===== src/rtl/mem_arb_pkg.sv =====
// mem_arb_pkg: shared types and constants for the two-port memory arbiter.
// Holds the FSM state encoding, the port-select codes and the counter width.
package mem_arb_pkg;

    // Arbiter FSM: one transaction is in flight from ISSUE through RESP.
    typedef enum logic [1:0] {
        IDLE  = 2'd0,
        ISSUE = 2'd1,
        WAIT  = 2'd2,
        RESP  = 2'd3
    } state_e;

    // Winner encoding, also used for the round-robin last-grant bit.
    localparam logic SEL_I = 1'b0;
    localparam logic SEL_D = 1'b1;

    // Latency counter width; the read latency never exceeds 4.
    localparam int CNT_W = 3;

endpackage


===== src/rtl/mem_arb_pick.sv =====
// mem_arb_pick: combinational winner select between fetch and data ports.
// Optional round-robin tie-break is built when MEM_ARB_RR_EN is defined.
//
// Ports:
//   i_req_i  - instruction fetch request
//   d_req_i  - data request
//   last_i   - last granted port (only present with MEM_ARB_RR_EN)
//   req_o    - at least one request pending
//   sel_o    - selected port (SEL_I / SEL_D), meaningful when req_o is high
module mem_arb_pick
    import mem_arb_pkg::*;
(
    input  logic i_req_i,
    input  logic d_req_i,
`ifdef MEM_ARB_RR_EN
    input  logic last_i,
`endif
    output logic req_o,
    output logic sel_o
);

    assign req_o = i_req_i | d_req_i;

    always_comb begin
        sel_o = SEL_D;
        if (i_req_i && !d_req_i) begin
            sel_o = SEL_I;
        end
`ifdef MEM_ARB_RR_EN
        // Tie: hand the grant to the port that did not win last time.
        else if (i_req_i && d_req_i) begin
            sel_o = ~last_i;
        end
`endif
    end

endmodule


===== src/rtl/mem_arbiter.sv =====
// mem_arbiter: shares one single-ported memory between the fetch port and
// the load/store port, one transaction at a time, all outputs registered.
//
// Parameters: ADDR_W, DATA_W, MEM_LAT (read latency 1..4).
// Ports:
//   clk, rst                    - clock, async active-high reset
//   i_req, i_addr               - fetch request (read only)
//   i_gnt, i_rvalid, i_rdata    - fetch grant pulse, data pulse, data
//   d_req, d_we, d_addr, d_wdata- data request
//   d_gnt, d_rvalid, d_rdata    - data grant pulse, completion pulse, data
//   mem_en, mem_we, mem_addr,
//   mem_wdata, mem_rdata        - memory port
// Build option: MEM_ARB_RR_EN selects round-robin tie-break instead of
// fixed data priority.
module mem_arbiter
    import mem_arb_pkg::*;
#(
    parameter int ADDR_W  = 32,
    parameter int DATA_W  = 32,
    parameter int MEM_LAT = 1
) (
    input  logic              clk,
    input  logic              rst,

    input  logic              i_req,
    input  logic [ADDR_W-1:0] i_addr,
    output logic              i_gnt,
    output logic              i_rvalid,
    output logic [DATA_W-1:0] i_rdata,

    input  logic              d_req,
    input  logic              d_we,
    input  logic [ADDR_W-1:0] d_addr,
    input  logic [DATA_W-1:0] d_wdata,
    output logic              d_gnt,
    output logic              d_rvalid,
    output logic [DATA_W-1:0] d_rdata,

    output logic              mem_en,
    output logic              mem_we,
    output logic [ADDR_W-1:0] mem_addr,
    output logic [DATA_W-1:0] mem_wdata,
    input  logic [DATA_W-1:0] mem_rdata
);

    localparam logic [CNT_W-1:0] LAT_CNT = CNT_W'(MEM_LAT);

    state_e             state_q, state_d;
    logic [CNT_W-1:0]   cnt_q, cnt_d;
    logic               sel_q, sel_d;
    logic               we_q, we_d;

    logic               i_gnt_q, i_gnt_d;
    logic               d_gnt_q, d_gnt_d;
    logic               i_rvalid_q, i_rvalid_d;
    logic               d_rvalid_q, d_rvalid_d;
    logic [DATA_W-1:0]  i_rdata_q, i_rdata_d;
    logic [DATA_W-1:0]  d_rdata_q, d_rdata_d;
    logic               mem_en_q, mem_en_d;
    logic               mem_we_q, mem_we_d;
    logic [ADDR_W-1:0]  mem_addr_q, mem_addr_d;
    logic [DATA_W-1:0]  mem_wdata_q, mem_wdata_d;

    logic               pick_req;
    logic               pick_sel;
    logic [CNT_W-1:0]   cnt_dec;

`ifdef MEM_ARB_RR_EN
    logic               last_q, last_d;
`endif

    mem_arb_pick u_pick (
        .i_req_i (i_req),
        .d_req_i (d_req),
`ifdef MEM_ARB_RR_EN
        .last_i  (last_q),
`endif
        .req_o   (pick_req),
        .sel_o   (pick_sel)
    );

    assign cnt_dec = cnt_q - CNT_W'(1);

    always_comb begin
        state_d     = state_q;
        cnt_d       = cnt_q;
        sel_d       = sel_q;
        we_d        = we_q;
        i_gnt_d     = 1'b0;
        d_gnt_d     = 1'b0;
        i_rvalid_d  = 1'b0;
        d_rvalid_d  = 1'b0;
        mem_en_d    = 1'b0;
        mem_we_d    = 1'b0;
        i_rdata_d   = i_rdata_q;
        d_rdata_d   = d_rdata_q;
        mem_addr_d  = mem_addr_q;
        mem_wdata_d = mem_wdata_q;
`ifdef MEM_ARB_RR_EN
        last_d      = last_q;
`endif

        unique case (state_q)
            IDLE: begin
                // Grant and strobe are registered here so they are
                // visible for exactly the ISSUE cycle.
                if (pick_req) begin
                    state_d  = ISSUE;
                    sel_d    = pick_sel;
                    mem_en_d = 1'b1;
`ifdef MEM_ARB_RR_EN
                    last_d   = pick_sel;
`endif
                    if (pick_sel == SEL_D) begin
                        d_gnt_d     = 1'b1;
                        we_d        = d_we;
                        mem_we_d    = d_we;
                        mem_addr_d  = d_addr;
                        mem_wdata_d = d_wdata;
                    end else begin
                        i_gnt_d     = 1'b1;
                        we_d        = 1'b0;
                        mem_addr_d  = i_addr;
                    end
                end
            end

            ISSUE: begin
                state_d = WAIT;
                cnt_d   = LAT_CNT;
            end

            WAIT: begin
                // Read data is sampled on the edge where the count
                // would reach zero, i.e. MEM_LAT cycles after mem_en.
                cnt_d = cnt_dec;
                if (cnt_dec == '0) begin
                    state_d = RESP;
                    if (sel_q == SEL_D) begin
                        d_rvalid_d = 1'b1;
                        d_rdata_d  = we_q ? '0 : mem_rdata;
                    end else begin
                        i_rvalid_d = 1'b1;
                        i_rdata_d  = mem_rdata;
                    end
                end
            end

            RESP: begin
                state_d = IDLE;
            end

            default: begin
                state_d = IDLE;
            end
        endcase
    end

    always_ff @(posedge clk or posedge rst) begin
        if (rst) begin
            state_q     <= IDLE;
            cnt_q       <= '0;
            sel_q       <= SEL_D;
            we_q        <= 1'b0;
            i_gnt_q     <= 1'b0;
            d_gnt_q     <= 1'b0;
            i_rvalid_q  <= 1'b0;
            d_rvalid_q  <= 1'b0;
            i_rdata_q   <= '0;
            d_rdata_q   <= '0;
            mem_en_q    <= 1'b0;
            mem_we_q    <= 1'b0;
            mem_addr_q  <= '0;
            mem_wdata_q <= '0;
`ifdef MEM_ARB_RR_EN
            last_q      <= SEL_D;
`endif
        end else begin
            state_q     <= state_d;
            cnt_q       <= cnt_d;
            sel_q       <= sel_d;
            we_q        <= we_d;
            i_gnt_q     <= i_gnt_d;
            d_gnt_q     <= d_gnt_d;
            i_rvalid_q  <= i_rvalid_d;
            d_rvalid_q  <= d_rvalid_d;
            i_rdata_q   <= i_rdata_d;
            d_rdata_q   <= d_rdata_d;
            mem_en_q    <= mem_en_d;
            mem_we_q    <= mem_we_d;
            mem_addr_q  <= mem_addr_d;
            mem_wdata_q <= mem_wdata_d;
`ifdef MEM_ARB_RR_EN
            last_q      <= last_d;
`endif
        end
    end

    assign i_gnt     = i_gnt_q;
    assign d_gnt     = d_gnt_q;
    assign i_rvalid  = i_rvalid_q;
    assign d_rvalid  = d_rvalid_q;
    assign i_rdata   = i_rdata_q;
    assign d_rdata   = d_rdata_q;
    assign mem_en    = mem_en_q;
    assign mem_we    = mem_we_q;
    assign mem_addr  = mem_addr_q;
    assign mem_wdata = mem_wdata_q;

endmodule

===== config.mk =====
export PLATFORM = sky130hd
export DESIGN_NAME = mem_arbiter
export DESIGN_NICKNAME = d
export VERILOG_FILES = /design/src/rtl/mem_arb_pkg.sv /design/src/rtl/mem_arb_pick.sv /design/src/rtl/mem_arbiter.sv
export SDC_FILE = /design/constraint.sdc
export NUM_CORES = 1
export LEC_CHECK = 0
export ABC_AREA = 0
export CORE_ASPECT_RATIO = 1.1
export CORE_MARGIN = 4
export CORE_UTILIZATION = 45
export CTS_CLUSTER_DIAMETER = 30
export DETAILED_ROUTE_END_ITERATION = 6
export GPL_TIMING_DRIVEN = 0
export PLACE_DENSITY = 0.82
export SYNTH_ARGS = -nofsm -noshare
export SYNTH_HDL_FRONTEND = slang
export SYNTH_SLANG_ARGS = --single-unit

===== constraint.sdc =====
create_clock -name clk -period 8.2 [get_ports clk]
set_input_delay 1.23 -clock clk [delete_from_list [all_inputs] [get_ports clk]]
set_output_delay 1.23 -clock clk [all_outputs]
set_load 0.05 [all_outputs]

==> results of run 1 <==
[flip-flops by register name, summed over array words and instances (netlist names), 2 cells and up]
| name | count |
|---|---|
| cnt_q | 3 |
| d_rdata | 32 |
| i_rdata | 32 |
| mem_addr | 32 |
| mem_wdata | 32 |
| state_q | 2 |
[cells by family (layout without fill, tap and decap cells)]
group,Yosys count,after routing
and+or+nand+nor,49,49
adders and majority gates,4,4
buffers and inverters,77,376
DFF,141,141
AOI/OAI and AO/OA,108,108
xor gates and xnor gates,1,1
muxes,96,96
[area by class of cell]
class / instances / area [µm²] / area share (%)
sequential: 141 / 3530 / 37.3
timing repair buffer: 267 / 2690 / 28.4
multi-input combinational: 258 / 2130 / 22.5
clock buffer: 27 / 503 / 5.31
tap: 157 / 196 / 2.07
buffer: 37 / 189 / 1.99
inverter: 40 / 155 / 1.64
clock inverter: 5 / 80.1 / 0.845
[synth_stat cells]
cell type,instances,area share (%)
a21o_1,2,0.25
a311o_1,1,0.17
a31o_2,1,0.15
and2_1,2,0.21
and3_1,1,0.10
and3b_1,1,0.15
buf_2,10,0.83
buf_4,4,0.50
buf_6,3,0.56
clkbuf_1,20,1.3
dfrtp_1,140,58
dfstp_2,1,0.44
ha_1,4,0.83
inv_1,40,2.5
mux2_2,35,6.6
mux2_4,29,7.3
mux2i_1,32,5.3
nand2_1,36,2.3
nand3_1,3,0.25
nand3b_1,1,0.13
nor2_1,2,0.13
nor2b_1,1,0.10
nor3_4,1,0.27
nor4bb_1,1,0.17
o211a_1,1,0.17
o211ai_1,1,0.13
o21a_1,1,0.13
o21ai_0,67,5.6
o22ai_1,1,0.10
o2bb2ai_1,1,0.15
o41ai_1,32,4.7
xor2_2,1,0.27
[per-stage QoR]
stage | util, % | setup WS [ns] | std cells | instance area, µm²
after global routing | 73.7 | 5.31 | 932 | 9470
after floorplan | - | 3.19 | 476 | 6000
after global placement | 68.9 | 1.50 | 899 | 8860
after detailed placement | 69.1 | 5.19 | 900 | 8890
after CTS | 73.7 | 5.34 | 932 | 9470
final | 73.7 | 5.38 | 932 | 9470
[layer usage]
layer	global-route usage [%]	vias to the layer above	wire length [µm]	part of all wire, %
met5	0	-	0	0
met4	5.93	0	323	1.8
met3	10.7	23	1830	10
met2	41.2	236	8980	51
met1	25.6	2368	6570	37
li1	-	2240	-	-
[power by group]
part	switching (µW)	total, µW	internal (µW)
combinational	1740	2710	967
sequential	180	1220	1040
clock	270	751	481
[worst paths after layout]
path / to / slack [ns]
setup / recovery: mem_addr[26] / 5.38
hold / removal: mem_addr[21] / 0.48
setup reg to reg: i_rdata[5] / 6.16
hold reg to reg: mem_addr[21] / 0.48
max in group asynchronous: mem_addr[3] / 6.14
min in group asynchronous: mem_wdata[6] / 1.24
==> impl_metrics.csv, run 1 <==
group,metric,value,unit
outcome,status,"finished clean",
worst_setup_path,arrival_time_worst_endpoint,1.59,ns
clock_tree,clk_pin_slew_worst_paths,0.05,ns
grt,grt.total_usage,23.3,%
die,number_of_placement_rows,43,
worst_setup_path,path_cells,"clkdlybuf4s50_1",
grt,grt_first_pass_wirelength,28500,µm
worst_setup_path,path_delay_family,"buffers and inverters",
timing,setup_viol,0,
timing,max-slew-margin-rel,62.5,%
logic_synthesis,yosys.area_share.simple,3.75,%
grt,pin_count_of_the_biggest_net_entering_global_routing,96,
finish,mostFrequentLayoutCell,"clkdlybuf4s50_1",
timing,rsz0062_at_grt,"no",
timing,timing_worst_slew_pin_value,0.561,ns
clock_tree,cts-buffers-inserted,17,
grt,antenna_found_initial,0,
detailed_routing,drt-initial-drc-count,233,
placement,hpwlAfterDp,13500,µm
worst_hold_path,worst_hold_path.num_cells,2,
clock_tree,post_cts_buffers,0,
die,core_area,0.0129,mm²
worst_setup_path,startpoint_type_of_the_worst_setup_path,"flip-flop",
clock_tree,cts_hold_repair.buffers,0,
detailed_routing,drc,0,
detailed_routing,routed-via-count,4867,
logic_synthesis,post_synth.cell_area_avg,12.6,µm²
die,io_pins,267,
die,overall_die_height,129,µm
worst_setup_path,worstSetupStartpoint,"mem_addr[26]",
clock_tree,ctsLongestPathBuffers,2,
detailed_routing,routed_wire_length_per_instance,19.0,µm
worst_setup_path,criticalPathCategory,"reg2out",
timing,setup_total_negative_slack,0,ns
grt,grt.overflow.total,0,
worst_setup_path,r2r_start,"cnt_q[0]",
die,die_area,0.0152,mm²
clock_tree,tritoncts,"yes",
worst_hold_path,worstHoldPathType,"reg2reg",
detailed_routing,detail-route-antenna-nets,0,
power_and_ir_drop,power_density,493,mW/mm²
finish,antenna_cells,0,
clock_tree,post_cts_sizing_count,0,
worst_setup_path,cp.buffers_inverters,1,
clock_tree,worstSkewPairLatency,0.40,ns
logic_synthesis,post_synth_fa_ha_maj_area_fraction,0.834,%
placement,portBuffers,266,
worst_setup_path,worstPathRequired,6.97,ns
logic_synthesis,yosys.cell_types.count,32,
logic_synthesis,synth_xor_xnor_area_share,0.271,%
power_and_ir_drop,maximum_ir_drop_on_the_vdd_rail,276,µV
finish,fraction_of_final_layout_cells_sized_beyond_drive_strength_1,14.6,%
worst_setup_path,r2r_cells,6,
die,floorplan.initialDensity,46.7,%
worst_setup_path,endpoint_kind,"output pin",
placement,place_congestion,0.837,
detailed_routing,drt_pass1_iterations,4,
timing,maxClockFrequency,354,MHz
clock_tree,clk_sink_count,141,
logic_synthesis,synth_compound_gate_area_share,11.5,%
worst_setup_path,path_max_fanout,2,
logic_synthesis,netlist_instances,476,
clock_tree,cts_root_buf,"clkbuf_16",
logic_synthesis,synth.mux.area_fraction,19.2,%
clock_tree,cts-htree-levels,4,
worst_setup_path,worst_path_max_delay_cell,"clkdlybuf4s50_1",
timing,timing.hold.ws,0.478,ns
worst_setup_path,path_depth,1,
timing,timing_hold_violations_final,0,
finish,layout_fillers,904,
finish,areaGrowthSynthToFinish,57.9,%
timing,final_cycle_utilization_of_the_critical_path,34.4,%
finish,fin_nets,899,
timing,timing.final.max_slew_violations,0,
logic_synthesis,yosysWarnings,0,
power_and_ir_drop,static_leakage_power,0.00414,µW
logic_synthesis,syn-cell-area,0.00600,mm²
detailed_routing,finalWirelength,17700,µm
logic_synthesis,yosysSeqAreaShare,58.8,%
logic_synthesis,combinational_family_with_the_most_area_after_synthesis,"multiplexers",
worst_hold_path,worstHoldStart,"mem_addr[21]",
power_and_ir_drop,total_power,4670,µW
grt,via_count_of_the_first_global_routing_pass,5465,
timing,fin_skew,0.00894,ns
timing,final_critical_period,2.82,ns
logic_synthesis,synth_seq_cells,141,
detailed_routing,drt-vias-per-instance,5.22,
finish,commonest_cells_after_routing_fill_and_taps_aside,"266 x clkdlybuf4s50_1, 140 x dfrtp_1, 67 x o21ai_0",
worst_setup_path,critical_path.max_stage_delay,0.84,ns
die,die_extent_in_x,118,µm
logic_synthesis,syn_nets,613,
flow_run,max_cap_viol_count,0,
Note: power is estimated with default switching activity, not from simulation.
==> run 2, diff against run 1 <==
- CORE_UTILIZATION: 45 -> 42
- PLACE_DENSITY: 0.82 -> 0.77
- clock period: 8.2 -> 2.8 ns (I/O delays scaled with it)
==> run 2 against run 1 <==
Critical path depth did not move. Clock skew fell by 0.00097 ns. Flip-flop and latch count did not move. Via count rose by 0.41%. Die area rose by 6.7%. Count of clock-buffer cells in the layout fell by 9. Final cell count rose by 3.6%. Sequential power rose to 2.9 times the previous value. Total power rose to 2.9 times the previous value. Cell area rose by 1.2%. First-iteration DRC count fell by 24%. Critical path type unchanged. Largest power group unchanged.
==> impl_metrics.csv, run 2 (synthesis results as in run 1) <==
group,metric,value,unit
grt,global_route.usage.met2,38.1,%
die,number_of_placement_rows,45,
grt,grt.total_usage,21.8,%
grt,grt.overflow.total,0,
grt,via_count_of_the_first_global_routing_pass,5356,
worst_setup_path,path_max_fanout,2,
worst_setup_path,path_delay_family,"buffers and inverters",
clock_tree,post_cts_sizing_count,0,
timing,timing_hold_violations_final,0,
finish,seq_area,0.00353,mm²
power_and_ir_drop,total_power,13800,µW
finish,antenna_cells,0,
clock_tree,cts_hold_repair.buffers,0,
worst_setup_path,cp.buffers_inverters,1,
timing,max-slew-margin-rel,60.0,%
placement,instance_count_after_placement_with_tap_cells_included,934,
worst_setup_path,arrival_time_worst_endpoint,1.63,ns
detailed_routing,drt-initial-drc-count,178,
worst_setup_path,endpoint_kind,"output pin",
die,die_area,0.0163,mm²
detailed_routing,finalWirelength,17600,µm
grt,global_route.peak_usage_layer,"met2",
detailed_routing,routed-via-count,4887,
grt,gr_met3_demand_resource,9.98,%
worst_setup_path,critical_path.max_stage_delay,0.86,ns
finish,areaGrowthSynthToFinish,59.8,%
clock_tree,cts_root_buf,"clkbuf_16",
grt,pin_count_of_the_biggest_net_entering_global_routing,38,
die,io_pins,267,
die,die_extent_in_x,122,µm
clock_tree,post_cts_buffers,0,
clock_tree,clk_pin_slew_worst_paths,0.06,ns
die,core_area,0.0139,mm²
power_and_ir_drop,static_leakage_power,0.00418,µW
placement,hpwlAfterDp,13400,µm
worst_setup_path,worstPathRequired,2.38,ns
detailed_routing,drt-vias-per-instance,5.06,
clock_tree,cts-buffers-inserted,17,
grt,grt_first_pass_wirelength,27900,µm
die,floorplan.initialDensity,43.1,%
finish,commonest_cells_after_routing_fill_and_taps_aside,"266 x clkdlybuf4s50_1, 140 x dfrtp_1, 67 x o21ai_0",
worst_setup_path,worst_path_max_delay_cell,"clkdlybuf4s50_1",
detailed_routing,routed_wire_length_per_instance,18.2,µm
worst_setup_path,criticalPathCategory,"reg2out",
finish,stdcell_count,966,
clock_tree,tritoncts,"yes",
power_and_ir_drop,power_density,1440,mW/mm²
finish,fraction_of_final_layout_cells_sized_beyond_drive_strength_1,15.7,%
detailed_routing,drc,0,
flow_run,max_cap_viol_count,0,
clock_tree,ctsLongestPathBuffers,2,
placement,place_congestion,0.820,
clock_tree,worstSkewPairLatency,0.42,ns
worst_setup_path,startpoint_type_of_the_worst_setup_path,"flip-flop",
timing,final_cycle_utilization_of_the_critical_path,73.1,%
timing,timing_worst_slew_pin_value,0.599,ns
die,overall_die_height,133,µm
grt,antenna_found_initial,0,
timing,rsz0062_at_grt,"no",
detailed_routing,drt_pass1_iterations,4,
clock_tree,cts-htree-levels,4,
timing,timing.final.max_slew_violations,0,
finish,fin_nets,902,
timing,final_critical_period,2.05,ns
worst_setup_path,path_cells,"clkdlybuf4s50_1",
finish,multiInputGateArea,0.00213,mm²
finish,mostFrequentLayoutCell,"clkdlybuf4s50_1",
grt,gr-usage-met1,23.8,%
detailed_routing,detail-route-antenna-nets,0,
timing,setup_viol,0,
clock_tree,clk_sink_count,141,
outcome,status,"finished clean",
timing,maxClockFrequency,489,MHz
placement,portBuffers,266,
finish,layout_fillers,1059,
worst_hold_path,worstHoldPathType,"in2async",
timing,fin_skew,0.00797,ns
power_and_ir_drop,maximum_ir_drop_on_the_vdd_rail,920,µV
==> run 2: cell count changes in the layout (fill, tap and decap cells not counted) <==
cell / delta
clkbuf_1: -6
clkinv_4: +2
buf_12: +4
buf_16: -1
clkbuf_8: -3
inv_6: +1
clkinv_2: +3
bufinv_16: +1
clkinvlp_4: +2
==> run 2: worst paths after layout <==
check / startpoint / end / slack, ns / cells after the start
worst min register to register: mem_addr[30] / mem_addr[30] / 0.48 / 2
max in group asynchronous: rst / mem_addr[8] / 1.40 / 5
worst max register to register: cnt_q[0] / i_rdata[31] / 0.79 / 6
min in group clk: mem_addr[30] / mem_addr[30] / 0.48 / 2
worst max-delay path: i_rdata[30] / i_rdata[30] / 0.75 / 1
worst min-delay path: rst / mem_wdata[7] / 0.43 / 2
==> run 2: where the power goes <==
group          leakage (µW)  total [µW]  switching, µW  internal (µW)
sequential          0.00172        3570            536           3030
combinational       0.00216        7920           5080           2840
clock              0.000292        2300            872           1420
total               0.00418       13800           6490           7300
==> run 2: cell type report <==
class | count | area share, %
flip-flops and latches | 141 | 36.8
repair buffers | 270 | 28.6
clock inverters | 14 | 1.75
inverters | 40 | 1.61
clock buffers | 18 | 4.58
plain buffers | 37 | 1.97
multi-input cells | 258 | 22.2
well taps | 188 | 2.45
==> run 2: through the flow <==
step | setup WS, ns | hold slack, ns | area (µm²) | setup TNS, ns | util (%)
global placement | -0.573 | 0.466 | 8900 | -78.94 | 64.0
detailed placement | 0.567 | 0.472 | 8980 | 0 | 64.6
CTS | 0.722 | 0.428 | 9590 | 0 | 68.9
global route | 0.584 | 0.467 | 9590 | 0 | 68.9
floorplan | 0.618 | 0.500 | 6000 | 0 | -
finish | 0.754 | 0.427 | 9590 | 0 | 68.9
==> run 2: routing by layer <==
metal	share of wire (%)	vias to the layer above	routed length, µm
li1	-	2252	-
met1	37	2390	6460
met2	50	223	8870
met3	11	22	1950
met4	1.7	0	291
met5	0	-	0
==> run 3, diff against run 2 <==
- clock period: 2.8 -> 2.03 ns (I/O delays scaled with it)
==> run 3 against run 2 <==
Sequential power grew 38%. Total power grew 39%. Via count grew 0.33%. Highest routed layer unchanged.
==> impl_metrics.csv, run 3 (synthesis results as in run 1) <==
group,metric,value,unit
grt,pin_count_of_the_biggest_net_entering_global_routing,38,
clock_tree,tritoncts,"yes",
timing,final_cycle_utilization_of_the_critical_path,95.4,%
timing,timing_worst_slew_pin_value,0.605,ns
clock_tree,cts-buffers-inserted,17,
power_and_ir_drop,static_leakage_power,0.00422,µW
worst_setup_path,worst_setup_path_endpoint,"d_rdata[14]",
detailed_routing,detail-route-antenna-nets,0,
finish,areaGrowthSynthToFinish,60.8,%
timing,setup_viol,0,
worst_setup_path,cp.buffers_inverters,1,
finish,commonest_cells_after_routing_fill_and_taps_aside,"266 x clkdlybuf4s50_1, 140 x dfrtp_1, 65 x o21ai_0",
worst_setup_path,ff2ff_setup_slack,0.12,ns
detailed_routing,drc,0,
worst_setup_path,path_cells,"clkdlybuf4s50_1",
clock_tree,ctsLongestPathBuffers,2,
clock_tree,clk_pin_slew_worst_paths,0.06,ns
die,io_pins,267,
grt,via_count_of_the_first_global_routing_pass,5356,
finish,antenna_cells,0,
worst_setup_path,worst_path_max_delay_cell,"clkdlybuf4s50_1",
detailed_routing,finalWirelength,17600,µm
flow_run,max_cap_viol_count,0,
worst_setup_path,path_max_fanout,2,
worst_hold_path,worstHoldPathType,"in2async",
clock_tree,cts-htree-levels,4,
power_and_ir_drop,total_power,19100,µW
finish,mostFrequentLayoutCell,"clkdlybuf4s50_1",
detailed_routing,drt-initial-drc-count,192,
grt,grt.overflow.total,0,
detailed_routing,drt-vias-per-instance,5.07,
die,number_of_placement_rows,45,
worst_setup_path,worstSetupStartpoint,"d_rdata[14]",
placement,portBuffers,266,
worst_setup_path,path_delay_family,"buffers and inverters",
worst_setup_path,r2r_start,"cnt_q[0]",
worst_setup_path,crit-reg2reg-capture,"d_rdata[20]",
worst_setup_path,critical_path.max_stage_delay,0.85,ns
power_and_ir_drop,power_density,1980,mW/mm²
timing,fin_skew,0.00808,ns
outcome,status,"finished clean",
clock_tree,cts_root_buf,"clkbuf_16",
timing,final_critical_period,1.94,ns
die,floorplan.initialDensity,43.1,%
die,core_area,0.0139,mm²
die,die_area,0.0163,mm²
worst_setup_path,worstPathRequired,1.73,ns
clock_tree,clk_sink_count,141,
timing,timing_hold_violations_final,0,
worst_setup_path,endpoint_kind,"output pin",
clock_tree,worstSkewPairLatency,0.42,ns
timing,maxClockFrequency,517,MHz
power_and_ir_drop,maximum_ir_drop_on_the_vdd_rail,1270,µV
timing,timing.final.max_slew_violations,0,
worst_setup_path,criticalPathCategory,"reg2out",
die,overall_die_height,133,µm
grt,grt_first_pass_wirelength,27900,µm
placement,place_congestion,0.820,
die,die_extent_in_x,122,µm
finish,fin_nets,904,
finish,fraction_of_final_layout_cells_sized_beyond_drive_strength_1,17.3,%
timing,setup_total_negative_slack,0,ns
detailed_routing,drt_pass1_iterations,4,
placement,hpwlAfterDp,13400,µm
worst_setup_path,startpoint_type_of_the_worst_setup_path,"flip-flop",
clock_tree,cts_hold_repair.buffers,0,
detailed_routing,routed_wire_length_per_instance,18.2,µm
worst_setup_path,r2r_cells,6,
worst_setup_path,path_depth,1,
worst_setup_path,arrival_time_worst_endpoint,1.63,ns
grt,antenna_found_initial,0,
grt,grt.total_usage,21.8,%
timing,max-slew-margin-rel,59.6,%
detailed_routing,routed-via-count,4903,
[run 3: through the flow]
step / setup WS (ns) / util, % / area [µm²] / instances / hold slack [ns]
finish: 0.0940 / 69.3 / 9640 / 968 / 0.314
global route: -0.00979 / 69.3 / 9640 / 968 / 0.352
CTS: 0.00497 / 68.9 / 9590 / 966 / 0.313
detailed placement: -0.0873 / 64.6 / 8980 / 934 / 0.472
global placement: -1.23 / 64.0 / 8900 / 930 / 0.466
floorplan: -0.0368 / - / 6000 / 476 / 0.445
[run 3: worst min-delay path by stage]
stage,from,to,cells past startpoint
after floorplan,mem_rdata[0],d_rdata[0],2
after global placement,mem_addr[9],mem_addr[9],2
after detailed placement,mem_addr[30],mem_addr[30],2
after CTS,rst,mem_wdata[7],2
after global routing,rst,mem_wdata[12],2
final,rst,mem_wdata[8],2
[run 3: metal layers]
metal / routed length, µm / GRT usage, %
met5: 0 / 0
met4: 310 / 6.41
met3: 1960 / 9.98
met2: 8900 / 38.1
met1: 6440 / 23.8
[run 3: final cells by class]
cell class,instances,area (µm²)
Inverter,40,154
Buffer,37,201
Clock buffer,18,439
Clock inverter,14,168
Multi-Input combinational cell,258,2160
Tap cell,188,235
Fill cell,1054,4260
Timing Repair Buffer,272,2760
Sequential cell,141,3530
[run 3: where the power goes]
group | leakage (µW) | total (µW) | internal [µW] | switching, µW
Sequential | 0.00172 | 4930 | 4190 | 743
Combinational | 0.00220 | 11000 | 3980 | 7040
Clock | 0.000292 | 3160 | 1970 | 1200
[run 3: what timing repair did]
item	in CTS	in global routing
resized for setup	0	23
buffers inserted	0	2
endpoints found under the setup margin	6	76
pin swaps	1	1
